## src/rtl/cpu_sequencer.sv

```systemverilog
// Instruction phase sequencer: walks an 8-phase cycle per instruction in
// free-run or single-step mode, with graceful stop, CPU halt and a saturating fetch counter.
module cpu_sequencer #(
   parameter int ALU_PHASE    = 6,
   parameter int FETCH_PHASES = 4
) (
   input  logic       clk,
   input  logic       rst_,
   input  logic       start,
   input  logic       step_mode,
   input  logic       stop,
   input  logic       halt,
   input  logic       load_ir,
   output logic       fetch,
   output logic       cntrl_en,
   output logic       alu_en,
   output logic [2:0] phase,
   output logic       running,
   output logic       halted,
   output logic [7:0] instr_count
);

   typedef enum logic [1:0] {
      S_IDLE   = 2'd0,
      S_RUN    = 2'd1,
      S_STEP   = 2'd2,
      S_HALTED = 2'd3
   } state_t;

   localparam logic [2:0] ALU_PH    = 3'(ALU_PHASE);
   localparam logic [2:0] FETCH_LIM = 3'(FETCH_PHASES);
   localparam logic [2:0] LAST_PH   = 3'd7;
   localparam logic [7:0] CNT_MAX   = 8'hFF;

   state_t     state_q, state_d;
   logic [2:0] phase_q, phase_d;
   logic       stop_pend_q, stop_pend_d;
   logic [7:0] count_q, count_d;
   logic       active;

   assign active = (state_q == S_RUN) || (state_q == S_STEP);

   always_comb begin
      state_d     = state_q;
      phase_d     = phase_q;
      stop_pend_d = stop_pend_q;
      count_d     = count_q;

      if (active && load_ir && (count_q != CNT_MAX)) begin
         count_d = count_q + 8'd1;
      end

      unique case (state_q)
         S_IDLE: begin
            phase_d     = 3'd0;
            stop_pend_d = 1'b0;
            if (start) begin
               state_d = step_mode ? S_STEP : S_RUN;
            end
         end
         S_RUN, S_STEP: begin
            phase_d = phase_q + 3'd1;
            if ((state_q == S_RUN) && stop) begin
               stop_pend_d = 1'b1;
            end
            // Halt outranks the end-of-instruction return to IDLE.
            if (halt) begin
               state_d = S_HALTED;
            end else if ((phase_q == LAST_PH) &&
                         ((state_q == S_STEP) || stop_pend_q)) begin
               state_d     = S_IDLE;
               phase_d     = 3'd0;
               stop_pend_d = 1'b0;
            end
         end
         S_HALTED: begin
            state_d = S_HALTED;
         end
         default: begin
            state_d = S_IDLE;
            phase_d = 3'd0;
         end
      endcase
   end

   always_ff @(posedge clk) begin
      if (rst_) begin
         state_q     <= S_IDLE;
         phase_q     <= 3'd0;
         stop_pend_q <= 1'b0;
         count_q     <= 8'd0;
      end else begin
         state_q     <= state_d;
         phase_q     <= phase_d;
         stop_pend_q <= stop_pend_d;
         count_q     <= count_d;
      end
   end

   // Outputs depend only on registered state, never on inputs directly.
   assign running     = active;
   assign halted      = (state_q == S_HALTED);
   assign cntrl_en    = active;
   assign fetch       = active && (phase_q < FETCH_LIM);
   assign alu_en      = active && (phase_q == ALU_PH);
   assign phase       = phase_q;
   assign instr_count = count_q;

endmodule

```

## config.mk

```make
export PLATFORM = sky130hd
export DESIGN_NAME = cpu_sequencer
export DESIGN_NICKNAME = d
export VERILOG_FILES = /design/src/rtl/cpu_sequencer.sv
export SDC_FILE = /design/constraint.sdc
export NUM_CORES = 1
export LEC_CHECK = 0
export CAP_MARGIN = 20
export CORE_ASPECT_RATIO = 1.2
export CORE_MARGIN = 5
export CORE_UTILIZATION = 45
export CTS_CLUSTER_DIAMETER = 120
export DETAILED_ROUTE_END_ITERATION = 10
export PLACE_DENSITY = 0.75
export SETUP_SLACK_MARGIN = 0.1
export SLEW_MARGIN = 20
export SYNTH_ARGS = -nofsm -noshare
export SYNTH_HDL_FRONTEND = slang
export SYNTH_SLANG_ARGS = --single-unit
```

## constraint.sdc

```tcl
create_clock -name clk -period 1.9 [get_ports clk]
set_input_delay 0.38 -clock clk [delete_from_list [all_inputs] [get_ports clk]]
set_output_delay 0.38 -clock clk [all_outputs]
set_load 0.02 [all_outputs]
```

# After elaboration in Yosys (flattened, before gate mapping)
# Cells that the tools add are included.
[op_classes] n_mul=0 div_mod_pow=0 n_lt_le_gt_ge=1 shifts=0 eq_ne=8 n_mux=12 n_reduce_logical=12 add_sub_neg=2 n_bitwise=0
[op_table] cell="$add A8 B1 Y8 const B" count=1
[op_table] cell="$mux W2" count=4
[op_table] cell="$ne A8 B8 Y1 const B" count=1
[op_table] cell="$eq A3 B3 Y1 const B" count=2
[op_table] cell="$logic_and A1 B1 Y1" count=6
[op_table] cell="$mux W3" count=2
[op_table] cell="$pmux W2 S3" count=1
[op_table] cell="$pmux W3 S2" count=1
[op_table] cell="$eq A2 B2 Y1 const B" count=2
[op_table] cell="$add A3 B1 Y3 const B" count=1
[op_table] cell="$lt A3 B3 Y1 const B" count=1
[op_table] cell="$mux W1" count=3
[op_table] cell="$ne A3 B3 Y1 const B" count=1
[op_table] cell="$eq A2 B1 Y1 const B" count=1
[op_table] cell="$logic_not A2 Y1" count=1
[op_table] cell="$logic_or A1 B1 Y1" count=2
[op_table] cell="$ne A2 B2 Y1 const B" count=1
[op_table] cell="$pmux W1 S2" count=1
[op_table] cell="$reduce_and A2 Y1" count=1
[op_table] cell="$reduce_bool A2 Y1" count=1
[op_table] cell="$reduce_or A2 Y1" count=1
[word_totals] latchBits=0 memories=0 ff_bits=14 output_inout_bits=16 in_bits=7 ram_bits=0 mem_bits_ro=0

# Longest topological paths before layout
# Gate-level depths: netlist of run 1.
[logic_depth] ltp_word=6 ltp_mapped=6

# Least setup slack after synthesis of run 1
# OpenSTA, ideal clock, no wires.
[synth_path] path_type="register to output" startpoint="register state_q[0]" endpoint="output fetch" slack_ns=0.006 path_buffers=1 t_arrival_ns=1.514 path_stages_with_launch=5 cell_sequence="dfxtp_1 -> inv_1 -> ha_1 -> buf_2 -> nor2b_1"
[synth_between] elab_chain_len=3 elab_cells_between_ends=4 classes_between="2 x eq/ne; 2 x reduce/logical"
[synth_rtl] item="start: declaration" line="35" source="state_t state_q, state_d;"
[synth_rtl] item="start signal: assignment" line="93" source="state_q <= state_d;"
[synth_rtl] item="$eq A2 B1 Y1 / $eq A2 B2 Y1 (equally long branches)" line="41" source="assign active = (state_q == S_RUN) || (state_q == S_STEP);"
[synth_rtl] item="$logic_or A1 B1 Y1 *" line="41"
[synth_rtl] item="named net cntrl_en" line="15" source="output logic cntrl_en,"
[synth_rtl] item="$logic_and A1 B1 Y1 *" line="104" source="assign fetch = active && (phase_q < FETCH_LIM);"
[synth_rtl] item="end: declaration" line="14" source="output logic fetch,"
# Mark *: on every way through the listed nets, which the timed path passes. The rest lies on a longest branch.

# Worst setup path after layout of run 1
[layout_path] startpoint="register count_q[6] (netlist: instr_count[6])" endpoint="output instr_count[6]"
[layout_lines] item="start: declaration" line="38" source="logic [7:0] count_q, count_d;"
[layout_lines] item="start signal: assignment" line="96" source="count_q <= count_d;"
[layout_lines] item="end: declaration" line="20" source="output logic [7:0] instr_count"
# No word-level cell between the ends.

==> key figures, run 1 <==
Power
  – VDD IR max: 0.000823 V
  – P_leak: 0.000515 uW
  – Power per cell area: 1100 nW/um^2
  – Total design power: 1320 uW

Hold path
  – Hold Crit Start: phase[0]
  – Hold Path Depth: 2
  – Hold/Removal Path Class: register to register
  – Hold endpoint: phase[0]

STA
  – Setup_tns: 0 ps
  – RSZ-0062 raised after global routing: no
  – Period utilization: 0.911
  – Tmin final: 1730 ps
  – Slew @ Worst Pin: 495 ps
  – Final Skew: 9.09 ps
  – Hold Fails Final Rpt: 0
  – Setup-failing EPs final: 0
  – PnR worst setup slack: 169 ps
  – Max Slew Vio Count: 0
  – Worst slew margin: 0.667
  – Highest Clock Rate: 578 MHz

Global route
  – Vias in the first global route: 819
  – Largest net degree at the start of global routing: 9
  – First-pass GRT wire length: 3440 um
  – Tot GR Track Use: 0.145
  – Initial antenna violation count: 0
  – GR Overflow Total: 0

Synthesis
  – XOR/XNOR Fraction of Synth Area: 0
  – Syn_area_per_cell: 9.08 sq um
  – Multiplexer area fraction after synthesis: 0.0619
  – FFs w/ async S/R, synth: 0
  – Synth Net Count: 114
  – Synth Area in Adders: 0.127
  – Post-synthesis instance area: 890 sq um
  – Largest family of logic cells by synthesized area: simple AND/OR/NAND/NOR gates
  – Number of synthesized flops with an enable pin: 0
  – Synth cell count leaders: 14 x dfxtp_1, 9 x ha_1, 9 x nand2_1, 7 x inv_1, 7 x nor2_1
  – Share of the synthesized area in the top cell type: 0.315
  – Synthesized flop and latch total: 14
  – Synth warn: 0
  – Count leader, synth: dfxtp_1
  – Synth Area in Compound Gates: 0.211
  – Synth Instances: 98
  – Seq/Total Area, Yosys: 0.315
  – Leading post-synthesis cells by cell area: dfxtp_1 32%, ha_1 13%, nand2_1 3.8%
  – Simple-gate share of the synthesized area: 0.225
  – Library cells used by synthesis: 34
  – Area leader, netlist: dfxtp_1
  – Top FF cell, synth: dfxtp_1

Routing
  – Vias per cell: 5.71
  – WL/cell: 13.6 um
  – Drt first pass iters: 4
  – Total Routed Length: 2000 um
  – Initial DRC Count: 11
  – DRC viols: 0
  – Vias: 839
  – Routed Antenna Nets: 0

Setup path
  – Setup CP Type: register to primary output
  – Startpoint types: register
  – Cell Chain, Critical Path: clkdlybuf4s50_1
  – Worst path required time: 1520 ps
  – CP Buf/Inv Count: 1
  – Worst-path fanout max: 7
  – Reg2reg end: instr_count[4]
  – Crit path max-delay family: buffers and inverters
  – Critical path endpoint category: primary output
  – Arrival time at the worst endpoint: 1350 ps
  – Crit path depth: 1
  – R2R Path Start: state_q[0]
  – Worst R2R Setup Slack: 180 ps
  – CP max stage delay: 640 ps
  – Critical-path top delay cell: clkdlybuf4s50_1
  – Cells on worst reg2reg path: 6

Placed design
  – Placed insts: 144
  – HPWL Detailed: 1570 um
  – Dpl ws: 21.1 ps
  – Final Wtd Congestion: 0.781
  – I/O Buffers: 22

Layout
  – Final std cells w/o fill: 147
  – Count of nets after finishing: 146
  – Layout cell share with drive strength beyond 1: 0.195
  – Area delta synth->final: 34.0%
  – ANT cells: 0

CTS
  – CTS buffer count: 3
  – Clk_lat worst skew: 280 ps
  – Setup Fix Bufs, Post-CTS: 0
  – Max Buffers Root-to-Sink: 2
  – Max H-tree Level: 1
  – CTS tree: done
  – CTS resizes: 14
  – Clock-pin slew on the worst setup and hold paths: 90 ps
  – Hold Buf Count CTS: 0
  – CTS sink count: 14
  – Clock root buffer: clkbuf_4

Job
  – Max-cap violations: 0

Outcome
  – Outcome: completed

Floorplan
  – # rows: 17
  – Die Height: 58.7 um
  – Die ar.: 2970 sq um
  – Number of top-level pins: 23
  – Initial Utilization: 0.475
  – Chip width: 50.6 um
  – Core area: 1870 sq um
==> per-layer routing <==
layer	share of wire	up-vias	GRT usage
met5	0	-	0
met4	0.0065	0	0.0474
met3	0.072	2	0.0430
met2	0.52	26	0.268
met1	0.40	391	0.153
li1	-	420	-
==> sequential cells by signal (all words and copies together), names as in the netlist <==
name,cells
instr_count,8
phase,3
state_q,2
stop_pend_q,1
==> cells in the final DEF (no fill, tap or decap), types with 4 or more instances in the layout <==
master and count:
clkdlybuf4s50_1 16, dfxtp_1 14, buf_4 9, nor2_1 7, ha_1 8, nand2_1 9, nor2b_1 4, inv_1 7
==> kinds of logic (layout without fill, tap and decap cells) <==
logic type      count (synthesis)  in the layout
simple gates                   37             37
mux                             5              5
fa+ha+maj                       9              9
flops                          14             14
compound gates                 22             22
buf+inv                        11             41
==> worst min-delay path: cells and delay by family (launching register included) <==
kind | cells | cell delay [ps]
flip-flops | 1 | 340
AND/OR/NAND/NOR | 1 | 70
AO/OA/AOI/OAI | 1 | 60
==> stage by stage <==
stage               hold slack [ps]   util  area [sq um]
global route                    510  0.637          1190
floorplan                       511      -           895
global placement                482  0.630          1180
CTS                             505  0.645          1210
detailed placement              493  0.630          1180
finish                          504  0.637          1190
==> worst max-delay path by stage <==
stage	slack [ps]	end	startpoint
floorplan	160	alu_en	state_q[0]
global placement	50	alu_en	state_q[1]
detailed placement	20	alu_en	state_q[0]
CTS	60	alu_en	state_q[0]
global route	100	instr_count[3]	state_q[0]
finish	170	instr_count[6]	instr_count[6]
==> final cells by class <==
| type | instances | area, sq um |
|---|---|---|
| Sequential cell | 14 | 280 |
| Multi-Input combinational cell | 73 | 571 |
| Clock buffer | 3 | 22.5 |
| Inverter | 7 | 26.3 |
| Tap cell | 19 | 23.8 |
| Timing Repair Buffer | 31 | 269 |
| Fill cell | 176 | 679 |
==> where the power goes <==
| group | leakage, uW | internal (uW) | switching (uW) |
|---|---|---|---|
| logic | 0.000387 | 369 | 414 |
| clock network | 0.0000138 | 73.3 | 94.2 |
| registers | 0.000114 | 337 | 29.6 |
Note: power is estimated with default switching activity, not from simulation.
==> run 2, diff against run 1 <==
--- a/config.mk
+++ b/config.mk
@@ -7,9 +7,9 @@
 export LEC_CHECK = 0
 export CAP_MARGIN = 20
 export CORE_ASPECT_RATIO = 1.2
-export CORE_MARGIN = 5
 export CORE_UTILIZATION = 45
 export CTS_CLUSTER_DIAMETER = 120
+export CTS_CLUSTER_SIZE = 8
 export DETAILED_ROUTE_END_ITERATION = 10
 export PLACE_DENSITY = 0.75
 export SETUP_SLACK_MARGIN = 0.1
==> key figures, run 2 (synthesis results as in run 1) <==
Hold path
  – Hold/Removal Path Class: register to register
  – Hold Crit Start: phase[0]
  – Hold Path Depth: 2 (unchanged)
  – Hold endpoint: phase[0]

Setup path
  – Critical-path top delay cell: clkdlybuf4s50_1
  – Setup CP Type: register to primary output
  – Cells on worst reg2reg path: 7 (+1)
  – Startpoint types: register
  – Critical path endpoint category: primary output
  – CP max stage delay: 600 ps (-40 ps)
  – Worst path required time: 1520 ps (about the same)
  – Worst-path fanout max: 6 (-1)
  – Cell Chain, Critical Path: buf_4 -> clkdlybuf4s50_1
  – Worst R2R Setup Slack: 200 ps (+20 ps)
  – R2R Path Start: state_q[1]
  – Reg2reg end: instr_count[0]
  – Arrival time at the worst endpoint: 1370 ps (+20 ps)

Floorplan
  – Die Height: 50.7 um (-14%)
  – Die ar.: 2160 sq um (-27%)
  – Core area: 1850 sq um (-1.1%)
  – # rows: 17 (unchanged)
  – Chip width: 42.6 um (-16%)
  – Number of top-level pins: 23 (unchanged)
  – Initial Utilization: 0.481 (+0.00546)

Routing
  – WL/cell: 13.5 um (-0.91%)
  – Vias per cell: 5.76 (+0.90%)
  – Routed Antenna Nets: 0 (unchanged)
  – Drt first pass iters: 4 (unchanged)
  – DRC viols: 0 (unchanged)
  – Vias: 835 (-0.48%)
  – Total Routed Length: 1950 um (-2.3%)
  – Initial DRC Count: 23 (+12)

STA
  – Setup_tns: 0 ps (unchanged)
  – Slew @ Worst Pin: 485 ps (-10.8 ps)
  – Period utilization: 0.920 (+0.00890)
  – Worst slew margin: 0.674 (+0.00729)
  – PnR worst setup slack: 152 ps (-16.9 ps)
  – Max Slew Vio Count: 0 (unchanged)
  – Final Skew: 1.99 ps (-7.10 ps)
  – Highest Clock Rate: 572 MHz (-0.97%)
  – RSZ-0062 raised after global routing: no
  – Hold Fails Final Rpt: 0 (unchanged)
  – Setup-failing EPs final: 0 (unchanged)
  – Tmin final: 1750 ps (+16.9 ps)

Placed design
  – Cell Area, Placed: 1180 sq um (-0.21%)
  – HPWL Detailed: 1460 um (-7.3%)
  – Final Wtd Congestion: 0.795 (+1.9%)
  – I/O Buffers: 22 (unchanged)
  – Dpl ws: -25.6 ps (-46.7 ps)
  – Placed insts: 142 (-1.4%)

Global route
  – Largest net degree at the start of global routing: 12 (+3)
  – Tot GR Track Use: 0.203 (+0.0584)
  – GR Overflow Total: 0 (unchanged)
  – First-pass GRT wire length: 3400 um (-1.0%)
  – Vias in the first global route: 781 (-4.6%)
  – Initial antenna violation count: 0 (unchanged)

Layout
  – Largest register FFs: 8 (unchanged)
  – Multi-input logic area: 583 sq um (+2.2%)
  – Fill count: 149 (-15%)
  – Count of nets after finishing: 144 (-1.4%)
  – Commonest non-fill, non-tap cell in the layout: clkdlybuf4s50_1
  – Final std cells w/o fill: 145 (-1.4%)
  – ANT cells: 0 (unchanged)
  – Storage cell area: 282 sq um (+0.45%)
  – Area delta synth->final: 35.7%
  – Layout cell share with drive strength beyond 1: 0.190 (-0.00484)
  – Final Cell Area: 1210 sq um (+1.3%)
  – Most frequent cells in the layout: 16 x clkdlybuf4s50_1, 13 x dfxtp_1, 9 x nand2_1

CTS
  – Clock root buffer: clkbuf_4
  – Max H-tree Level: 1 (unchanged)
  – CTS buffer count: 3 (unchanged)
  – Max Buffers Root-to-Sink: 2 (unchanged)
  – Clock-pin slew on the worst setup and hold paths: 90 ps (about the same)
  – CTS sink count: 14 (unchanged)
  – Clk_lat worst skew: 280 ps (about the same)
  – CTS tree: done

Power
  – P_leak: 0.000513 uW (-0.23%)
  – Gate power share: 0.599 (+0.005)
  – Seq pwr share: 0.275 (-0.003)
  – VDD IR max: 0.000968 V (+18%)
  – Net Switching: 550 uW (+2.2%)
  – Internal Pwr Total: 810 uW (+3.9%)
  – Clock share of power: 0.126 (about the same)
  – Sw frac: 0.404 (-0.00389)
  – Power per cell area: 1130 nW/um^2 (+1.9%)
  – Total design power: 1360 uW (+3.2%)

Job
  – Max-cap violations: 0 (unchanged)

Outcome
  – Outcome: completed
run 2: layout make-up:
cell class | instances | share of cell area
repair buffers | 29 | 0.224
multi-input cells | 73 | 0.483
clock buffers | 3 | 0.0187
well taps | 19 | 0.0197
inverters | 7 | 0.0218
flip-flops and latches | 14 | 0.233
run 2: power groups by stage:
stage          Combinational (uW)  Clock [uW]  Sequential [uW]
3_5_place_dp                  821           0              378
3_3_place_gp                  808           0              372
2_1_floorplan                 431           0              415
6_report                      815         171              374
5_1_grt                       895         182              377
4_1_cts                       808         172              373
run 2: worst max-delay path by stage:
| stage | from | end | slack (ps) | depth (start not counted) |
|---|---|---|---|---|
| 2_1_floorplan | state_q[0] | alu_en | 160 | 4 |
| 3_3_place_gp | state_q[1] | alu_en | 40 | 4 |
| 3_5_place_dp | state_q[1] | alu_en | -30 | 4 |
| 4_1_cts | state_q[0] | alu_en | 60 | 4 |
| 5_1_grt | instr_count[3] | instr_count[3] | 120 | 1 |
| 6_report | instr_count[0] | instr_count[0] | 150 | 2 |
run 2: per-layer routing:
metal  global-route usage  routed length (um)  part of all wire  vias to the layer above
met3               0.0216                  50             0.026                        4
met2                0.338                 945              0.48                       18
met1                0.266                 929              0.48                      394
li1                     -                   -                 -                      419
met4               0.0781                  26             0.013                        0
met5                    0                   0                 0                        -
run 2: repair_timing:
| action | in CTS | in global routing |
|---|---|---|
| pin swaps | 0 | 2 |
| endpoints found under the setup margin | 9 | 5 |
| buffers inserted | 0 | 0 |
| hold buffers | 0 | 0 |
| cloned | 0 | 0 |
| resized for setup | 15 | 3 |
run 2: per-stage QoR:
step | util | hold WS (ps)
CTS | 0.650 | 520
global route | 0.652 | 555
finish | 0.652 | 524
global placement | 0.636 | 493
detailed placement | 0.636 | 512
floorplan | - | 511
run 2: worst max-delay path, delay by kind of cell, from the launching register on:
kind | cells | cell delay (ps)
buf+inv | 2 | 740
flops | 1 | 350
